## src/rtl/hicore_wb_arbiter_if.sv

```systemverilog
// Execution-unit to ROB write-back bundle. Optional HICORE_WB_ARB_PERF_EN adds wb_conflict_cnt.
// slave = arbiter side, master = execution units / write-back consumer side.
interface hicore_wb_arbiter_if #(
    parameter int N_REQ  = 4,
    parameter int PTR_W  = 5,
    parameter int DATA_W = 32,
    parameter int INFO_W = 8
);
    logic [N_REQ-1:0]        req_valid;
    logic [N_REQ-1:0]        req_ready;
    logic [N_REQ*PTR_W-1:0]  req_ptr;
    logic [N_REQ*DATA_W-1:0] req_data;
    logic [N_REQ*INFO_W-1:0] req_info;
    logic                    flush;
    logic                    wb_wen;
    logic [PTR_W-1:0]        wb_ptr;
    logic [DATA_W-1:0]       wb_rd_data;
    logic [INFO_W-1:0]       wb_info;
    logic [N_REQ-1:0]        wb_src;
`ifdef HICORE_WB_ARB_PERF_EN
    logic [31:0]             wb_conflict_cnt;
`endif

    modport slave (
        input  req_valid, req_ptr, req_data, req_info, flush,
        output req_ready, wb_wen, wb_ptr, wb_rd_data, wb_info, wb_src
`ifdef HICORE_WB_ARB_PERF_EN
        , output wb_conflict_cnt
`endif
    );

    modport master (
        output req_valid, req_ptr, req_data, req_info, flush,
        input  req_ready, wb_wen, wb_ptr, wb_rd_data, wb_info, wb_src
`ifdef HICORE_WB_ARB_PERF_EN
        , input wb_conflict_cnt
`endif
    );
endinterface

```

## src/rtl/hicore_wb_arbiter.sv

```systemverilog
// Round-robin merge of N_REQ 2-entry write-back FIFOs into one registered ROB port; latency 2 edges, no bypass.
// Backpressure: req_ready[i] drops while FIFO i holds 2 entries; HICORE_WB_ARB_PERF_EN adds a conflict counter.
module hicore_wb_arbiter #(
    parameter int N_REQ  = 4,
    parameter int PTR_W  = 5,
    parameter int DATA_W = 32,
    parameter int INFO_W = 8
) (
    input  logic                 clk,
    input  logic                 rst,
    hicore_wb_arbiter_if.slave   bus
);
    localparam int IDX_W = $clog2(N_REQ);

    typedef struct packed {
        logic [PTR_W-1:0]  ptr;
        logic [DATA_W-1:0] data;
        logic [INFO_W-1:0] info;
    } ent_t;

    ent_t             r_mem [N_REQ][2];
    logic [1:0]       r_count [N_REQ];
    logic [N_REQ-1:0] r_wr_ptr;
    logic [N_REQ-1:0] r_rd_ptr;
    logic [IDX_W-1:0] r_rr_ptr;

    logic             r_wb_wen;
    logic [PTR_W-1:0] r_wb_ptr;
    logic [DATA_W-1:0] r_wb_data;
    logic [INFO_W-1:0] r_wb_info;
    logic [N_REQ-1:0] r_wb_src;

    ent_t             w_in [N_REQ];
    ent_t             w_head;
    logic [N_REQ-1:0] w_nonempty;
    logic [N_REQ-1:0] w_ready;
    logic [N_REQ-1:0] w_push;
    logic [N_REQ-1:0] w_pop;
    logic [N_REQ-1:0] w_win_oh;
    logic             w_found;
    logic [IDX_W-1:0] w_win;
    logic [IDX_W:0]   w_scan;
    logic [IDX_W-1:0] w_rr_nxt;

    always_comb begin
        w_nonempty = '0;
        w_ready    = '0;
        for (int i = 0; i < N_REQ; i++) begin
            w_nonempty[i] = (r_count[i] != 2'd0);
            w_ready[i]    = (r_count[i] < 2'd2);
            w_in[i].ptr   = bus.req_ptr[i*PTR_W +: PTR_W];
            w_in[i].data  = bus.req_data[i*DATA_W +: DATA_W];
            w_in[i].info  = bus.req_info[i*INFO_W +: INFO_W];
        end
    end

    assign bus.req_ready = w_ready;
    assign w_push        = bus.req_valid & w_ready & {N_REQ{~bus.flush}};

    // Scan upward from rr_ptr with wrap; only entries already resident can win.
    always_comb begin
        w_found = 1'b0;
        w_win   = '0;
        w_scan  = '0;
        for (int k = 0; k < N_REQ; k++) begin
            w_scan = {1'b0, r_rr_ptr} + (IDX_W+1)'(k);
            if (w_scan >= (IDX_W+1)'(N_REQ)) begin
                w_scan = w_scan - (IDX_W+1)'(N_REQ);
            end
            if (!w_found && w_nonempty[w_scan[IDX_W-1:0]]) begin
                w_found = 1'b1;
                w_win   = w_scan[IDX_W-1:0];
            end
        end
    end

    always_comb begin
        w_win_oh = '0;
        for (int i = 0; i < N_REQ; i++) begin
            w_win_oh[i] = (w_win == IDX_W'(i));
        end
    end

    assign w_pop    = (w_found && !bus.flush) ? w_win_oh : '0;
    assign w_head   = r_mem[w_win][r_rd_ptr[w_win]];
    assign w_rr_nxt = (w_win == IDX_W'(N_REQ-1)) ? '0 : w_win + 1'b1;

    always_ff @(posedge clk or posedge rst) begin
        if (rst) begin
            for (int i = 0; i < N_REQ; i++) begin
                r_count[i] <= 2'd0;
            end
            r_wr_ptr <= '0;
            r_rd_ptr <= '0;
        end else if (bus.flush) begin
            for (int i = 0; i < N_REQ; i++) begin
                r_count[i] <= 2'd0;
            end
            r_wr_ptr <= '0;
            r_rd_ptr <= '0;
        end else begin
            for (int i = 0; i < N_REQ; i++) begin
                if (w_push[i]) begin
                    r_wr_ptr[i] <= ~r_wr_ptr[i];
                end
                if (w_pop[i]) begin
                    r_rd_ptr[i] <= ~r_rd_ptr[i];
                end
                r_count[i] <= r_count[i] + {1'b0, w_push[i]} - {1'b0, w_pop[i]};
            end
        end
    end

    // Payload storage needs no reset: occupancy alone decides what is valid.
    always_ff @(posedge clk) begin
        for (int i = 0; i < N_REQ; i++) begin
            if (w_push[i]) begin
                r_mem[i][r_wr_ptr[i]] <= w_in[i];
            end
        end
    end

    always_ff @(posedge clk or posedge rst) begin
        if (rst) begin
            r_wb_wen  <= 1'b0;
            r_wb_ptr  <= '0;
            r_wb_data <= '0;
            r_wb_info <= '0;
            r_wb_src  <= '0;
            r_rr_ptr  <= '0;
        end else if (w_found && !bus.flush) begin
            r_wb_wen  <= 1'b1;
            r_wb_ptr  <= w_head.ptr;
            r_wb_data <= w_head.data;
            r_wb_info <= w_head.info;
            r_wb_src  <= w_win_oh;
            r_rr_ptr  <= w_rr_nxt;
        end else begin
            r_wb_wen  <= 1'b0;
        end
    end

    assign bus.wb_wen     = r_wb_wen;
    assign bus.wb_ptr     = r_wb_ptr;
    assign bus.wb_rd_data = r_wb_data;
    assign bus.wb_info    = r_wb_info;
    assign bus.wb_src     = r_wb_src;

`ifdef HICORE_WB_ARB_PERF_EN
    logic [31:0] r_conflict_cnt;
    logic        w_multi;

    // More than one bit set means at least two requesters competed this cycle.
    assign w_multi = |(w_nonempty & (w_nonempty - 1'b1));

    always_ff @(posedge clk or posedge rst) begin
        if (rst) begin
            r_conflict_cnt <= '0;
        end else if (w_multi && !bus.flush && (r_conflict_cnt != 32'hFFFF_FFFF)) begin
            r_conflict_cnt <= r_conflict_cnt + 32'd1;
        end
    end

    assign bus.wb_conflict_cnt = r_conflict_cnt;
`endif
endmodule
```

## src/flat_wrapper.sv

```systemverilog
// flat-port wrapper written by rule: the top's interface ports become plain ports
module hicore_wb_arbiter_flat 
#(
    parameter int N_REQ  = 4,
    parameter int PTR_W  = 5,
    parameter int DATA_W = 32,
    parameter int INFO_W = 8
)
  (clk, rst, bus_req_valid, bus_req_ptr, bus_req_data, bus_req_info, bus_flush, bus_req_ready, bus_wb_wen, bus_wb_ptr, bus_wb_rd_data, bus_wb_info, bus_wb_src);
  hicore_wb_arbiter_if #(.N_REQ(N_REQ), .PTR_W(PTR_W), .DATA_W(DATA_W), .INFO_W(INFO_W)) bus_i ();
  input  logic clk;
  input  logic rst;
  input wire logic [$bits(bus_i.req_valid)-1:0] bus_req_valid;
  input wire logic [$bits(bus_i.req_ptr)-1:0] bus_req_ptr;
  input wire logic [$bits(bus_i.req_data)-1:0] bus_req_data;
  input wire logic [$bits(bus_i.req_info)-1:0] bus_req_info;
  input wire logic [$bits(bus_i.flush)-1:0] bus_flush;
  output wire logic [$bits(bus_i.req_ready)-1:0] bus_req_ready;
  output wire logic [$bits(bus_i.wb_wen)-1:0] bus_wb_wen;
  output wire logic [$bits(bus_i.wb_ptr)-1:0] bus_wb_ptr;
  output wire logic [$bits(bus_i.wb_rd_data)-1:0] bus_wb_rd_data;
  output wire logic [$bits(bus_i.wb_info)-1:0] bus_wb_info;
  output wire logic [$bits(bus_i.wb_src)-1:0] bus_wb_src;
  assign bus_i.req_valid = bus_req_valid;
  assign bus_i.req_ptr = bus_req_ptr;
  assign bus_i.req_data = bus_req_data;
  assign bus_i.req_info = bus_req_info;
  assign bus_i.flush = bus_flush;
  assign bus_req_ready = bus_i.req_ready;
  assign bus_wb_wen = bus_i.wb_wen;
  assign bus_wb_ptr = bus_i.wb_ptr;
  assign bus_wb_rd_data = bus_i.wb_rd_data;
  assign bus_wb_info = bus_i.wb_info;
  assign bus_wb_src = bus_i.wb_src;
  hicore_wb_arbiter #(.N_REQ(N_REQ), .PTR_W(PTR_W), .DATA_W(DATA_W), .INFO_W(INFO_W)) u_core (.clk(clk), .rst(rst), .bus(bus_i));
endmodule
```

## config.mk

```make
export PLATFORM = sky130hd
export DESIGN_NAME = hicore_wb_arbiter_flat
export DESIGN_NICKNAME = d
export VERILOG_FILES = /design/src/rtl/hicore_wb_arbiter_if.sv /design/src/rtl/hicore_wb_arbiter.sv /design/src/flat_wrapper.sv
export SDC_FILE = /design/constraint.sdc
export NUM_CORES = 1
export LEC_CHECK = 0
export BUFFER_PORTS_ARGS = -buffer_cell sky130_fd_sc_hd__clkbuf_2
export CAP_MARGIN = 10
export CORE_MARGIN = 2
export CORE_UTILIZATION = 55
export CTS_BUF_LIST = sky130_fd_sc_hd__clkbuf_8
export CTS_CLUSTER_SIZE = 16
export DETAILED_ROUTE_END_ITERATION = 16
export PLACE_DENSITY = 0.88
export SYNTH_ARGS = -nofsm -noshare
export SYNTH_HDL_FRONTEND = slang
export SYNTH_SLANG_ARGS = --single-unit
```

## constraint.sdc

```tcl
create_clock -name clk -period 7.1 [get_ports clk]
set_input_delay 0.355 -clock clk [delete_from_list [all_inputs] [get_ports clk]]
set_output_delay 0.355 -clock clk [all_outputs]
set_load 0.005 [all_outputs]
```

==> flow_metrics.tcl <==
set metrics [dict create \
    crit_type "reg -> reg" \
    yosys-top-cells-count "360 x edfxtp_1, 146 x nand2_1, 92 x mux2i_1, 92 x nand3_1, 68 x dfrtp_1" \
    period_needed_ps 4950 \
    maxCapViolCount 0 \
    drc 0 \
    syn_area_per_cell_sq_um 14.6 \
    cp-start-kind "flip-flop" \
    rr_worst_depth 9 \
    stdcell_count 2037 \
    fin_skew_ps 25.4 \
    p_leak_nw 8.27 \
    start_util_pct 55.7 \
    clk_path_buf_depth 3 \
    worstMarginPinSlew_ps 1300 \
    fillerInstances 1851 \
    cts-root-buf "clkbuf_8" \
    utilization_pct 70.7 \
    yosysMostFrequentCell "edfxtp_1" \
    crit_cells 9 \
    ant_nets 0 \
    grt_max_degree 181 \
    cts.clk_slew.worst_paths_ps 60 \
    power_w 0.00967 \
    synth.area.top_cells "edfxtp_1 64%, dfrtp_1 10%, mux2i_1 5.4%, nand2_1 3.2%, nand3_1 2.7%" \
    rsz0062_at_grt "no" \
    synth_top_area_share_pct 63.6 \
    clock_sinks 428 \
    fin_ws_ps 2150 \
    first_pass_iters 6 \
    routabilityCongestion 0.777 \
    postCtsResizedCells 0 \
    synth_nets 1356 \
    slowest_delay_ps 920 \
    crit_chain "or2_1 -> a32oi_4 -> buf_4 -> and2_2 -> buf_4 -> mux2i_4 -> buf_4 -> nand3_1 -> a31oi_1" \
    yosys_warnings 0 \
    drv_slew 0 \
    setup_viol 0 \
    vdd_drop_max_v 0.000693 \
    yosysSeqAreaShare_pct 73.6 \
    synth_area_leader_cell "edfxtp_1" \
    fp.coreArea_sq_mm 0.0305 \
    grt_pass1_wl_um 71900 \
    hold_path_depth 1 \
    clock_latency_ps 590 \
    fin_crit_sh_pct 69.7 \
    cp_max_fo 92 \
    io_buffers 240 \
    synthCells 1161 \
    pwr_density_cell_mw_per_mm2 448 \
    crit_slowest_cell "buf_4" \
    tritoncts "yes" \
    cp_common_cell "buf_4" \
    totalWireLength_um 47400 \
    die_area_sq_mm 0.0323 \
    crit_path_end_kind "flip-flop" \
    crit_family "buffers and inverters" \
    ys.flop_type "edfxtp_1" \
    synth.distinct_cells 34 \
    hold_class "in -> reg" \
    synth-edff-count 360 \
    dp_cells 1730 \
    dpl.hpwl_um 23100 \
    arrival_ps 5420 \
    hold_viol 0 \
    synth_seq_cells 428 \
    final_nets 1776 \
    die_h_um 180 \
    antenna_found_initial 7 \
    drtIter0Drc 1442 \
    rows 64 \
    grt_usage_pct 29.0 \
    netlist_area_sq_mm 0.0170 \
    async_flop_share_pct 15.9 \
    cts_buffers 69 \
    top_level_ports 241 \
    critPathBufInv 3 \
    setup_tns_ps 0 \
    grt_overflow 0 \
    cts.htree.levels 3 \
    die_width_um 180 \
    area_delta_synth_final_pct 26.8 \
    relSlewSlack_pct 13.1 \
    first_global_vias 12900 \
    dpl_worst_slack_ps 2420 \
    dr_total_vias 12300 \
    wl_per_cell_um 23.3 \
    viasPerCell 6.05 \
    status "complete, no violations" \
    required_ps 7580 \
    layout-drive-gt1-share_pct 24.6 \
    timing.fmax_ghz 0.202 \
]
sequential cells by signal, indices dropped and copies added, names as in the netlist:
name                   count
u_core.r_mem             360
u_core.bus.wb_wen          1
u_core.r_count             8
u_core.bus.wb_ptr          5
u_core.bus.wb_rd_data     32
u_core.bus.wb_src          4
u_core.bus.wb_info         8
u_core.r_wr_ptr            4
u_core.r_rr_ptr            2
u_core.r_rd_ptr            4
area by class of cell:
cell class / instances / area (sq um) / share of cell area [%]
multi-input cells: 633 / 4100 / 19.0
clock buffers: 77 / 1060 / 4.92
repair buffers: 431 / 3090 / 14.3
diodes: 7 / 17.5 / 0.0812
inverters: 18 / 70.1 / 0.325
clock inverters: 47 / 215 / 0.998
well taps: 396 / 495 / 2.30
flip-flops and latches: 428 / 12500 / 58.0
through the flow:
stage / hold slack (ps) / instance area (sq um)
final: 28.3 / 21600
after global placement: 460 / 18500
after floorplan: 448 / 17000
after global routing: -8.40 / 21600
after detailed placement: 469 / 18500
after CTS: 3.53 / 21500
placed cells by master (no fill, tap or decap), types with 7 or more instances in the layout:
cell,Yosys,final
inv_1,17,49
xnor2_1,13,13
a31o_2,46,46
nand3_1,92,92
nand2_1,146,145
mux2i_1,92,92
edfxtp_1,360,360
diode_2,0,7
a31oi_1,45,45
nor2b_1,17,13
dlygate4sd3_1,0,176
a21oi_1,45,45
ha_1,8,8
nor2_1,58,58
dfrtp_1,68,68
buf_4,4,14
clkbuf_2,0,240
clkbuf_8,0,77
a311o_1,45,45
clkinv_1,0,7
layer usage:
layer / global-route usage (%) / vias to the layer above / share of wire [%] / wire, um
met5: 0 / - / 0 / 0
met4: 17.2 / 0 / 5.1 / 2410
met3: 5.73 / 174 / 9.5 / 4500
met2: 47.6 / 867 / 50 / 23600
met1: 35.9 / 6015 / 36 / 17000
li1: - / 5264 / - / -
kinds of logic after synthesis:
group                    count (synthesis)  share of synthesized area (%)
AO/OA/AOI/OAI                          193                           8.51
buffers and inverters                  100                           2.73
flip-flops                             428                           73.6
XOR/XNOR                                13                          0.670
AND/OR/NAND/NOR                        326                           8.38
multiplexers                            93                           5.55
adder cells (fa/ha/maj)                  8                          0.589
path summary, 6_finish.rpt:
check / startpoint / end / slack (ps)
worst max-delay path: u_core.r_count[6] / u_core.bus.wb_rd_data[19] / 2150
worst min-delay path: bus_req_data[70] / u_core.r_mem[2][14] / 30
max in group asynchronous: rst / u_core.bus.wb_info[2] / 6290
worst min register to register: u_core.bus.wb_src[1] / u_core.bus.wb_src[1] / 480
worst max register to register: u_core.r_count[6] / u_core.bus.wb_rd_data[19] / 2150
min in group asynchronous: rst / u_core.bus.wb_rd_data[13] / 100
power by group:
group          internal [W]  total (W)  switching, W  leakage, nW
Sequential          0.00313    0.00332      0.000194         4.10
Combinational       0.00174    0.00436       0.00262         3.39
Clock               0.00100    0.00199      0.000983        0.772
Total               0.00587    0.00967       0.00380         8.27
timing repair:
action	4_1_cts	5_1_grt
endpoints found under the hold margin	350	0
buffers inserted	0	0
hold buffers	176	0
No activity file was read; power rests on OpenSTA's default activity.
